File: src/rtl/hamming_enc_stream.sv
`default_nettype none
// ============================================================================
//  Module      : hamming_enc_stream
//  Description : Byte-stream Hamming(7,4) encoder, low nibble first, with a
//                wrapping count of codewords accepted downstream.
//                Optional error injection enabled by HAMMING_ERR_INJ_EN.
//  Revision    : 1.0 - initial release
// ============================================================================
module hamming_enc_stream #(
    parameter int CNT_W = 16
) (
    input  logic             clk,
    input  logic             rst,
    input  logic [7:0]       in_data,
    input  logic             in_valid,
    output logic             in_ready,
    output logic [6:0]       out_code,
    output logic             out_valid,
    input  logic             out_ready,
    output logic [CNT_W-1:0] cw_count
`ifdef HAMMING_ERR_INJ_EN
    ,
    input  logic             inj_valid,
    input  logic [2:0]       inj_pos,
    output logic             inj_pending
`endif
);

    typedef enum logic [1:0] {
        S_EMPTY = 2'd0,
        S_LO    = 2'd1,
        S_HI    = 2'd2
    } state_t;

    state_t           state_q;
    logic [6:0]       code_q;
    logic [6:0]       code_d;
    logic [3:0]       hi_nib_q;
    logic [CNT_W-1:0] cw_q;

    logic             w_in_fire;
    logic             w_out_fire;
    logic             w_load;
    logic [3:0]       w_load_nib;
    logic [6:0]       w_flip;

    // Index i of the codeword carries Hamming position i+1.
    function automatic logic [6:0] f_enc(input logic [3:0] d);
        logic [6:0] c;
        c    = 7'd0;
        c[2] = d[0];
        c[4] = d[1];
        c[5] = d[2];
        c[6] = d[3];
        c[0] = c[2] ^ c[4] ^ c[6];
        c[1] = c[2] ^ c[5] ^ c[6];
        c[3] = c[4] ^ c[5] ^ c[6];
        return c;
    endfunction

    assign out_valid  = (state_q != S_EMPTY);
    assign in_ready   = (state_q == S_EMPTY) | ((state_q == S_HI) & out_ready);
    assign w_in_fire  = in_valid & in_ready;
    assign w_out_fire = out_valid & out_ready;
    assign out_code   = code_q;
    assign cw_count   = cw_q;

    always_comb begin
        w_load     = 1'b0;
        w_load_nib = in_data[3:0];
        case (state_q)
            S_EMPTY: w_load = w_in_fire;
            S_LO: begin
                w_load     = w_out_fire;
                w_load_nib = hi_nib_q;
            end
            S_HI:    w_load = w_out_fire & w_in_fire;
            default: w_load = 1'b0;
        endcase
    end

`ifdef HAMMING_ERR_INJ_EN
    logic       inj_pend_q;
    logic [2:0] inj_pos_q;
    logic       w_inj_arm;
    logic       w_inj_pend;
    logic [2:0] w_inj_pos;

    // A request arriving with a load applies to that same load.
    assign w_inj_arm  = inj_valid & (inj_pos != 3'd0);
    assign w_inj_pend = inj_pend_q | w_inj_arm;
    assign w_inj_pos  = w_inj_arm ? inj_pos : inj_pos_q;
    assign w_flip     = w_inj_pend ? (7'd1 << (w_inj_pos - 3'd1)) : 7'd0;
    assign inj_pending = inj_pend_q;

    always_ff @(posedge clk) begin
        if (rst) begin
            inj_pend_q <= 1'b0;
            inj_pos_q  <= 3'd0;
        end else begin
            inj_pos_q  <= w_inj_pos;
            inj_pend_q <= w_inj_pend & ~w_load;
        end
    end
`else
    assign w_flip = 7'd0;
`endif

    assign code_d = f_enc(w_load_nib) ^ w_flip;

    always_ff @(posedge clk) begin
        if (rst) begin
            state_q  <= S_EMPTY;
            code_q   <= 7'd0;
            hi_nib_q <= 4'd0;
            cw_q     <= '0;
        end else begin
            if (w_out_fire) begin
                cw_q <= cw_q + 1'b1;
            end
            if (w_load) begin
                code_q <= code_d;
            end
            case (state_q)
                S_EMPTY: begin
                    if (w_in_fire) begin
                        hi_nib_q <= in_data[7:4];
                        state_q  <= S_LO;
                    end
                end
                S_LO: begin
                    if (w_out_fire) begin
                        state_q <= S_HI;
                    end
                end
                S_HI: begin
                    if (w_out_fire & w_in_fire) begin
                        hi_nib_q <= in_data[7:4];
                        state_q  <= S_LO;
                    end else if (w_out_fire) begin
                        state_q <= S_EMPTY;
                    end
                end
                default: state_q <= S_EMPTY;
            endcase
        end
    end

endmodule
`default_nettype wire
File: config.mk
export PLATFORM = sky130hd
export DESIGN_NAME = hamming_enc_stream
export DESIGN_NICKNAME = d
export VERILOG_FILES = /design/src/rtl/hamming_enc_stream.sv
export SDC_FILE = /design/constraint.sdc
export NUM_CORES = 1
export LEC_CHECK = 0
export BUFFER_PORTS_ARGS = -buffer_cell sky130_fd_sc_hd__buf_2
export CAP_MARGIN = 5
export CORE_ASPECT_RATIO = 1.25
export CORE_MARGIN = 8
export CORE_UTILIZATION = 39
export CTS_CLUSTER_SIZE = 8
export DETAILED_ROUTE_END_ITERATION = 12
export MAX_ROUTING_LAYER = met4
export PLACE_DENSITY = 0.59
export SLEW_MARGIN = 20
export SYNTH_ARGS = -nofsm -noshare
export SYNTH_HDL_FRONTEND = slang
export SYNTH_SLANG_ARGS = --single-unit
File: constraint.sdc
create_clock -name clk -period 2.35 [get_ports clk]
set_clock_uncertainty 0.05 [all_clocks]
set_input_delay 0.1175 -clock clk [delete_from_list [all_inputs] [get_ports clk]]
set_output_delay 0.1175 -clock clk [all_outputs]
set_load 0.005 [all_outputs]
==> results.cfg, run 1 <==
[synth]
synth_cells = 157
synth.avg_cell_area_sq_um = 8.974
yosys.area_share.simple_pct = 22.29
synth-xor-area-share_pct = 12.43
synth_top_area_share_pct = 41.21
async_flop_share_pct = 0
netlist_area_sq_mm = 0.001409
synth_top_family_by_area = simple AND/OR/NAND/NOR gates
synth_flop_cell = dfxtp_1
yosysSeqAreaShare_pct = 41.21
synth_nets = 170
synth.area.top_cells = dfxtp_1 41%, mux2i_1 8.5%, nor2_1 7.5%
synth-edff-count = 0
synth_top_cell_by_area = dfxtp_1
muxShareOfSynthArea_pct = 9.591
ys_top_cells_by_count = 29 x dfxtp_1, 28 x nor2_1, 12 x mux2i_1, 12 x xnor2_1, 8 x xor2_1
synth_cell_types = 39
synth_fa_ha_area_share_pct = 0.8881
synth-seq-cells = 29
synth-compound-area-share_pct = 9.858
yosys_warnings = 0
synth_most_common_cell = dfxtp_1

[power_and_ir_drop]
power_switching_mw = 0.2755
power.density_mw_per_mm2 = 705.8
ir_worst_vdd_v = 0.0004777
p_leak_nw = 0.7582
seqPwrFrac_pct = 44.2
p_comb_share_pct = 12.3
p_int_mw = 0.9362
clockPowerShare_pct = 43.5
swShare_pct = 22.74

[worst_setup_path]
worstPathMaxFanout = 11
path_class = reg -> reg
arrival_ns = 1.95
path_cells = or2_2, nand3_1, or4_4, mux2_4
cpPeakStageDelay_ns = 0.53
required_ns = 2.47
cpMaxStageDelayCell = dfxtp_1
endpoint_kind = flop
start_kind = flop

[die]
fp-row-count = 24
die_width_um = 69.76
die-area_sq_mm = 0.005804
die_y_um = 83.20
start_util_pct = 40.45
io_pins = 37
core_sq_mm = 0.003483

[final_layout]
drive_gt1_share_pct = 25.39
nFillCells = 357
num_antenna_cells = 0
syn2layout_area_growth_pct = 21.85
fin_nets = 205

[sta]
report.final.slew_viol_count = 0
fin_crit_sh_pct = 77.82
relSlewSlack_pct = 64.12
fmax_mhz = 546.8
rsz0062_at_grt = false
hold_viol_final = 0
final.setup.tns_ns = 0
period_minus_slack_ns = 1.829
finalSetupViolations = 0
hold_ws_ns = 0.03057
tightest_slew_ns = 0.5383

[grt]
grt_overflow = 0
antenna_found_initial = 0
grt_use_total_pct = 11.78
grt_pass1_wl_um = 5540
grt_start_max_net_pins = 31
first_global_vias = 1243

[status]
status = finished clean

[placed_design]
post-dp-hpwl_um = 2416
io_buffers = 36
place.gp.congestion = 0.7466

[clock_network]
cts.sinks = 29
cts.path.max_buffers = 2
cts_buffers = 5
post-cts-setup-buffers = 0
ctsHoldBuffers = 0
cts.clk_slew.worst_paths_ns = 0.06
cts_root_buffer = clkbuf_8
insertion_delay_ns = 0.28
htree_num_levels = 2
cts_resized = 0
cts_tree = yes

[route]
avgRoutedWirePerCell_um = 13.60
ant_nets = 0
drcViolationCount = 0
drt_iter0_markers = 41
drt-pass1-iter-count = 4
vias = 1167
wl_um = 3156
viasPerCell = 5.030

[worst_hold_path]
worstHoldPathType = in -> reg

[job]
drv_cap = 0
==> layout by cell type, fill, tap and decap left out, types with 2 or more instances in the layout <==
master / n
buf_2: 36
dfxtp_1: 29
nor2_1: 28
mux2i_1: 12
xnor2_1: 12
xor2_1: 8
nand2_1: 7
a211oi_1: 7
clkbuf_8: 6
a21oi_1: 5
nand3_1: 4
nand4_1: 4
or3_1: 4
o21ai_0: 3
inv_1: 2
and4_1: 2
==> kinds of logic (layout without fill, tap and decap cells) <==
family / Yosys count / after routing
AO/OA/AOI/OAI: 21 / 21
AND/OR/NAND/NOR: 62 / 62
multiplexers: 13 / 13
adder cells (fa/ha/maj): 1 / 1
flip-flops: 29 / 29
XOR/XNOR: 20 / 20
buffers and inverters: 11 / 47
==> routing by layer <==
metal | vias to the layer above | track usage (%) | part of all wire [%]
li1 | 608 | - | -
met1 | 523 | 11.96 | 43
met2 | 29 | 19.65 | 49
met3 | 7 | 4.286 | 5.7
met4 | 0 | 5.495 | 1.9
met5 | - | - | 0
==> registers in the layout (all words and copies together) (netlist names) <==
| name | flops |
|---|---|
| cw_count | 16 |
| hi_nib_q | 4 |
| out_code | 7 |
| state_q | 2 |
==> power by group through the flow <==
stage	Sequential, mW	Clock [mW]	Combinational, mW
after CTS	0.536	0.551	0.153
after floorplan	0.544	0	0.106
final	0.536	0.527	0.149
after global routing	0.540	0.573	0.168
after detailed placement	0.548	0	0.152
after global placement	0.546	0	0.150
==> stage by stage <==
step | utilization [%] | instance area (sq um) | instances | setup WS [ns] | power [mW]
after floorplan | - | 1409 | 157 | 0.6371 | 0.6505
after global placement | 45.94 | 1600 | 224 | 0.5574 | 0.6957
after detailed placement | 45.94 | 1600 | 224 | 0.5101 | 0.6999
after CTS | 49.28 | 1717 | 232 | 0.5189 | 1.240
after global routing | 49.28 | 1717 | 232 | 0.4347 | 1.281
final | 49.28 | 1717 | 232 | 0.5211 | 1.212
==> path summary, 6_finish.rpt <==
path | start | end | depth (start not counted) | slack (ns)
setup / recovery | state_q[0] | cw_count[14] | 4 | 0.52
hold / removal | in_data[4] | hi_nib_q[0] | 3 | 0.03
setup reg to reg | state_q[0] | cw_count[14] | 4 | 0.52
hold reg to reg | cw_count[15] | cw_count[15] | 2 | 0.44
==> area by class of cell <==
cell class              instances  area (sq um)  area share [%]
clock buffers                   7         86.33           5.029
clock inverters                 1         30.03           1.749
inverters                       2         7.507          0.4373
multi-input cells             117         775.7           45.19
flip-flops and latches         29         580.6           33.82
well taps                      39         48.80           2.843
repair buffers                 37         187.7           10.93
==> worst max-delay path, delay by kind of cell, from the launching register on <==
family	cells	cell delay, ns
mux	1	0.30
flops	1	0.53
simple gates	3	0.85
Power figures use the tool's default switching activity.
==> run 2: changes to the inputs <==
==> constraint.sdc (replaced) <==
create_clock -name clk -period 1.7 [get_ports clk]
set_clock_uncertainty 0.05 [all_clocks]
set_input_delay 0.085 -clock clk [delete_from_list [all_inputs] [get_ports clk]]
set_output_delay 0.085 -clock clk [all_outputs]
set_load 0.005 [all_outputs]
==> run 2 against run 1 <==
  * Die area did not move
  * Power rose by 25%
  * Sequential share of layout area fell by 1.6 points
  * Critical endpoint unchanged
==> results.cfg, run 2 (synthesized netlist as in run 1, its figures left out) <==
[die]
io_pins = 37
core_sq_mm = 0.003483
die_width_um = 69.76
fp-row-count = 24
die_y_um = 83.20
die-area_sq_mm = 0.005804
start_util_pct = 40.45

[sta]
fin_crit_sh_pct = 95.47
rsz0062_at_grt = false
hold_viol_final = 0
tightest_slew_ns = 0.5799
relSlewSlack_pct = 61.34
report.final.slew_viol_count = 0
final.setup.tns_ns = 0
period_minus_slack_ns = 1.623
fmax_mhz = 616.2
finalSetupViolations = 0

[worst_setup_path]
worstPathMaxFanout = 5
endpoint_kind = flop
path_class = reg -> reg
start_kind = flop
reg2reg_slack_ns = 0.08
arrival_ns = 1.75
cpMaxStageDelayCell = or4_4
path_cells = and4_1, nand2_2, or4_4, mux2_4
required_ns = 1.83
cpPeakStageDelay_ns = 0.48
rr_worst_depth = 4

[worst_hold_path]
holdPathStages = 3
worstHoldPathType = in -> reg

[final_layout]
nFillCells = 347
num_antenna_cells = 0
syn2layout_area_growth_pct = 29.75
mostFrequentLayoutCell = buf_2
register_area_sq_um = 588.1
fin_util_pct = 52.48
drive_gt1_share_pct = 33.65
multi_input_area_sq_um = 790.8
fin_nets = 220
layout_common_cells = 36 x buf_2, 28 x nor2_1, 23 x dfxtp_1
largest_register_ffs = 16

[route]
drt_iter0_markers = 53
drcViolationCount = 0
viasPerCell = 5.097
wl_um = 3200
vias = 1259
avgRoutedWirePerCell_um = 12.96
drt-pass1-iter-count = 3
ant_nets = 0

[clock_network]
cts_buffers = 5
cts_root_buffer = clkbuf_8
post-cts-setup-buffers = 0
cts.sinks = 29
cts_tree = yes
cts.clk_slew.worst_paths_ns = 0.06
cts.path.max_buffers = 2
insertion_delay_ns = 0.28
htree_num_levels = 2

[job]
drv_cap = 0

[grt]
grt_pass1_wl_um = 5499
first_global_vias = 1285
grt_use_total_pct = 11.68
grt_start_max_net_pins = 31
grt_overflow = 0
antenna_found_initial = 0

[placed_design]
post-dp-hpwl_um = 2418
place.gp.congestion = 0.7923
io_buffers = 36

[power_and_ir_drop]
p_leak_nw = 0.8233
power.density_mw_per_mm2 = 825.4
ir_worst_vdd_v = 0.0006166

[status]
status = finished clean
## run 2: cell types whose count changed in the layout (fill, tap and decap cells not counted), moves of 2 or more
cell	delta
buf_4	+11
clkinv_2	+2
dfxtp_1	-6
dfxtp_2	+6
dlygate4sd3_1	+4
## run 2: worst max-delay path: cells and delay by family (launching register included)
| family | cells | cell delay, ns |
|---|---|---|
| mux | 1 | 0.30 |
| flops | 1 | 0.37 |
| simple gates | 3 | 0.80 |
## run 2: path summary, 6_finish.rpt
path | to | from
setup / recovery | cw_count[14] | cw_count[5]
setup reg to reg | cw_count[14] | cw_count[5]
hold / removal | state_q[0] | in_valid
hold reg to reg | out_code[0] | out_code[0]
## run 2: timing repair
| item | 4_1_cts | 5_1_grt |
|---|---|---|
| gates resized for setup | 0 | 7 |
| hold buffers | 4 | 0 |
| setup endpoints to repair | 0 | 2 |
| hold endpoints to repair | 4 | 0 |
## run 2: layout make-up
cell class              instances  area share, %
clock inverters                 2         0.5476
multi-input cells             117          43.26
clock buffers                   6          3.970
inverters                       2         0.4107
well taps                      39          2.669
repair buffers                 52          16.97
flip-flops and latches         29          32.17
## run 2: power by group
part           switching, mW  internal, mW
registers             0.0205         0.714
clock network          0.260         0.283
logic                  0.113         0.120
## run 2: layer usage
metal | vias up | global-route usage, % | routed length, um
met5 | - | - | 0
met4 | 0 | 5.495 | 60
met3 | 7 | 5.119 | 192
met2 | 31 | 20.23 | 1616
met1 | 581 | 10.73 | 1331
li1 | 640 | - | -
## run 2: per-stage QoR
stage	area [sq um]	worst slack, ns	power (mW)	instances	hold WS (ns)
floorplan	1413	0.01382	0.8991	157	0.1822
global placement	1687	0.06990	0.9740	235	0.2714
detailed placement	1687	0.02659	0.9776	235	0.2805
CTS	1809	0.02535	1.540	247	0.07891
global route	1828	0.01750	1.589	247	0.09143
finish	1828	0.07705	1.509	247	0.09133
==> run 3: changes to the inputs <==
--- a/config.mk
+++ b/config.mk
@@ -7,7 +7,6 @@
 export LEC_CHECK = 0
 export BUFFER_PORTS_ARGS = -buffer_cell sky130_fd_sc_hd__buf_2
 export CAP_MARGIN = 5
-export CORE_ASPECT_RATIO = 1.25
 export CORE_MARGIN = 8
 export CORE_UTILIZATION = 39
 export CTS_CLUSTER_SIZE = 8
==> run 3 against run 2 <==
  * Final cell count grew 4.0%
  * Critical path depth is the same
  * Hold slack got worse by 0.054 ns
  * Routed wire length increased by 2.9%
  * Via count fell by 0.40%
  * Fmax decreased by 1.3%
  * Combinational power barely moved
  * Non-clock buffer count is 1 higher
  * Clock power rose by 9.2%
  * Count of clock-buffer cells in the layout grew 1
  * Cell area rose by 0.75%
  * Critical path type unchanged
  * Critical endpoint unchanged
  * Highest routed layer unchanged
==> results.cfg, run 3 (synthesized netlist as in run 1, its figures left out) <==
[status]
status = finished clean

[clock_network]
cts.path.max_buffers = 2
cts_buffers = 5
cts_tree = yes
insertion_delay_ns = 0.33
htree_num_levels = 2
cts_root_buffer = clkbuf_4
post-cts-setup-buffers = 0
cts.clk_slew.worst_paths_ns = 0.10
cts.sinks = 29

[worst_setup_path]
rr_worst_depth = 4
reg2reg_slack_ns = 0.06
endpoint_kind = flop
startpoint = cw_count[5]
worstPathMaxFanout = 5
path_class = reg -> reg
cpMaxStageDelayCell = or4_4
path_cells = and4_1, nand2_2, or4_4, mux2_4
required_ns = 1.88
endpoint = cw_count[14]
start_kind = flop
r2r_end = cw_count[14]
arrival_ns = 1.82
cpPeakStageDelay_ns = 0.49
r2r-start = cw_count[5]

[route]
viasPerCell = 4.879
dr.max_layer_used = met4
met2_length_um = 1727
drt-met1-wl_um = 1392
wl_met3_um = 140
avgRoutedWirePerCell_um = 12.82
wl_um = 3294
drt_iter0_markers = 36
drcViolationCount = 0
ant_nets = 0
vias = 1254
drt-pass1-iter-count = 4

[job]
drv_cap = 0

[grt]
grt_use_total_pct = 11.97
antenna_found_initial = 0
grt_overflow = 0
grt_start_max_net_pins = 19
grt_pass1_wl_um = 5692
first_global_vias = 1297

[sta]
fmax_mhz = 608.2
relSlewSlack_pct = 72.14
hold_ws_ns = 0.03745
tightest_slew_ns = 0.4179
finalSetupViolations = 0
report.final.slew_viol_count = 0
fin_crit_sh_pct = 96.71
period_minus_slack_ns = 1.644
hold_viol_final = 0
rsz0062_at_grt = false
final.setup.tns_ns = 0

[die]
io_pins = 37
die_width_um = 76.11
die-area_sq_mm = 0.005792
start_util_pct = 39.37
fp-row-count = 22
die_y_um = 76.11
core_sq_mm = 0.003578

[worst_hold_path]
worstHoldPathType = in -> reg

[placed_design]
place.gp.congestion = 0.8151
place_inst = 245
post-dp-hpwl_um = 2549
io_buffers = 36

[power_and_ir_drop]
p_leak_nw = 0.8284
ir_worst_vdd_v = 0.0004741
power.total_mw = 1.557
power.density_mw_per_mm2 = 845.3

[final_layout]
layout.cells.non_filler = 257
drive_gt1_share_pct = 33.01
layout_common_cells = 36 x buf_2, 28 x nor2_1, 22 x dfxtp_1
syn2layout_area_growth_pct = 30.73
fin_util_pct = 51.47
largest_register_ffs = 16
nFillCells = 365
fin_nets = 221
num_antenna_cells = 0
mostFrequentLayoutCell = buf_2
## run 3: cell count changes in the layout (fill, tap and decap cells not counted), sizes merged
cell	delta
buf	+1
clkbuf	+1
bufinv	+1
clkinv	-2
## run 3: worst max-delay path: cells and delay by family (launching register included)
family,cells,cell delay (ns)
simple gates,3,0.83
flops,1,0.38
mux,1,0.30
## run 3: area by class of cell
class / count / area (sq um) / area share (%)
Clock buffer: 7 / 55.05 / 2.989
Inverter: 2 / 7.507 / 0.4076
Tap cell: 48 / 60.06 / 3.261
Sequential cell: 29 / 591.8 / 32.13
Timing Repair Buffer: 53 / 317.8 / 17.26
Multi-Input combinational cell: 117 / 779.5 / 42.32
Clock inverter: 1 / 30.03 / 1.630
## run 3: metrics by stage
step	setup WS (ns)	cell area [sq um]
floorplan	0.01382	1413
global placement	0.04830	1705
detailed placement	0.01396	1705
CTS	0.0006251	1831
global route	0.0005267	1842
finish	0.05587	1842
## run 3: how the worst min path moves through the flow
| stage | endpoint | depth (start not counted) | from | slack (ns) |
|---|---|---|---|---|
| after floorplan | hi_nib_q[0] | 2 | in_data[4] | 0.18 |
| after global placement | hi_nib_q[1] | 3 | in_data[5] | 0.28 |
| after detailed placement | hi_nib_q[3] | 3 | in_data[7] | 0.28 |
| after CTS | state_q[0] | 3 | in_valid | 0.009 |
| after global routing | state_q[0] | 3 | in_valid | 0.05 |
| final | state_q[0] | 3 | in_valid | 0.04 |
## run 3: what timing repair did
| item | 4_1_cts | 5_1_grt |
|---|---|---|
| endpoints found under the setup margin | 0 | 5 |
| endpoints found under the hold margin | 4 | 0 |
| hold buffers | 4 | 0 |
| resized for setup | 0 | 6 |
## run 3: per-layer routing
metal,vias to the layer above,GRT usage (%)
met5,-,-
met4,0,4.038
met3,4,4.245
met2,26,21.51
met1,581,11.65
li1,643,-
## run 3: power by group
group / switching (mW) / total [mW] / internal (mW)
logic: 0.112 / 0.231 / 0.120
registers: 0.0215 / 0.733 / 0.712
clock network: 0.241 / 0.592 / 0.351
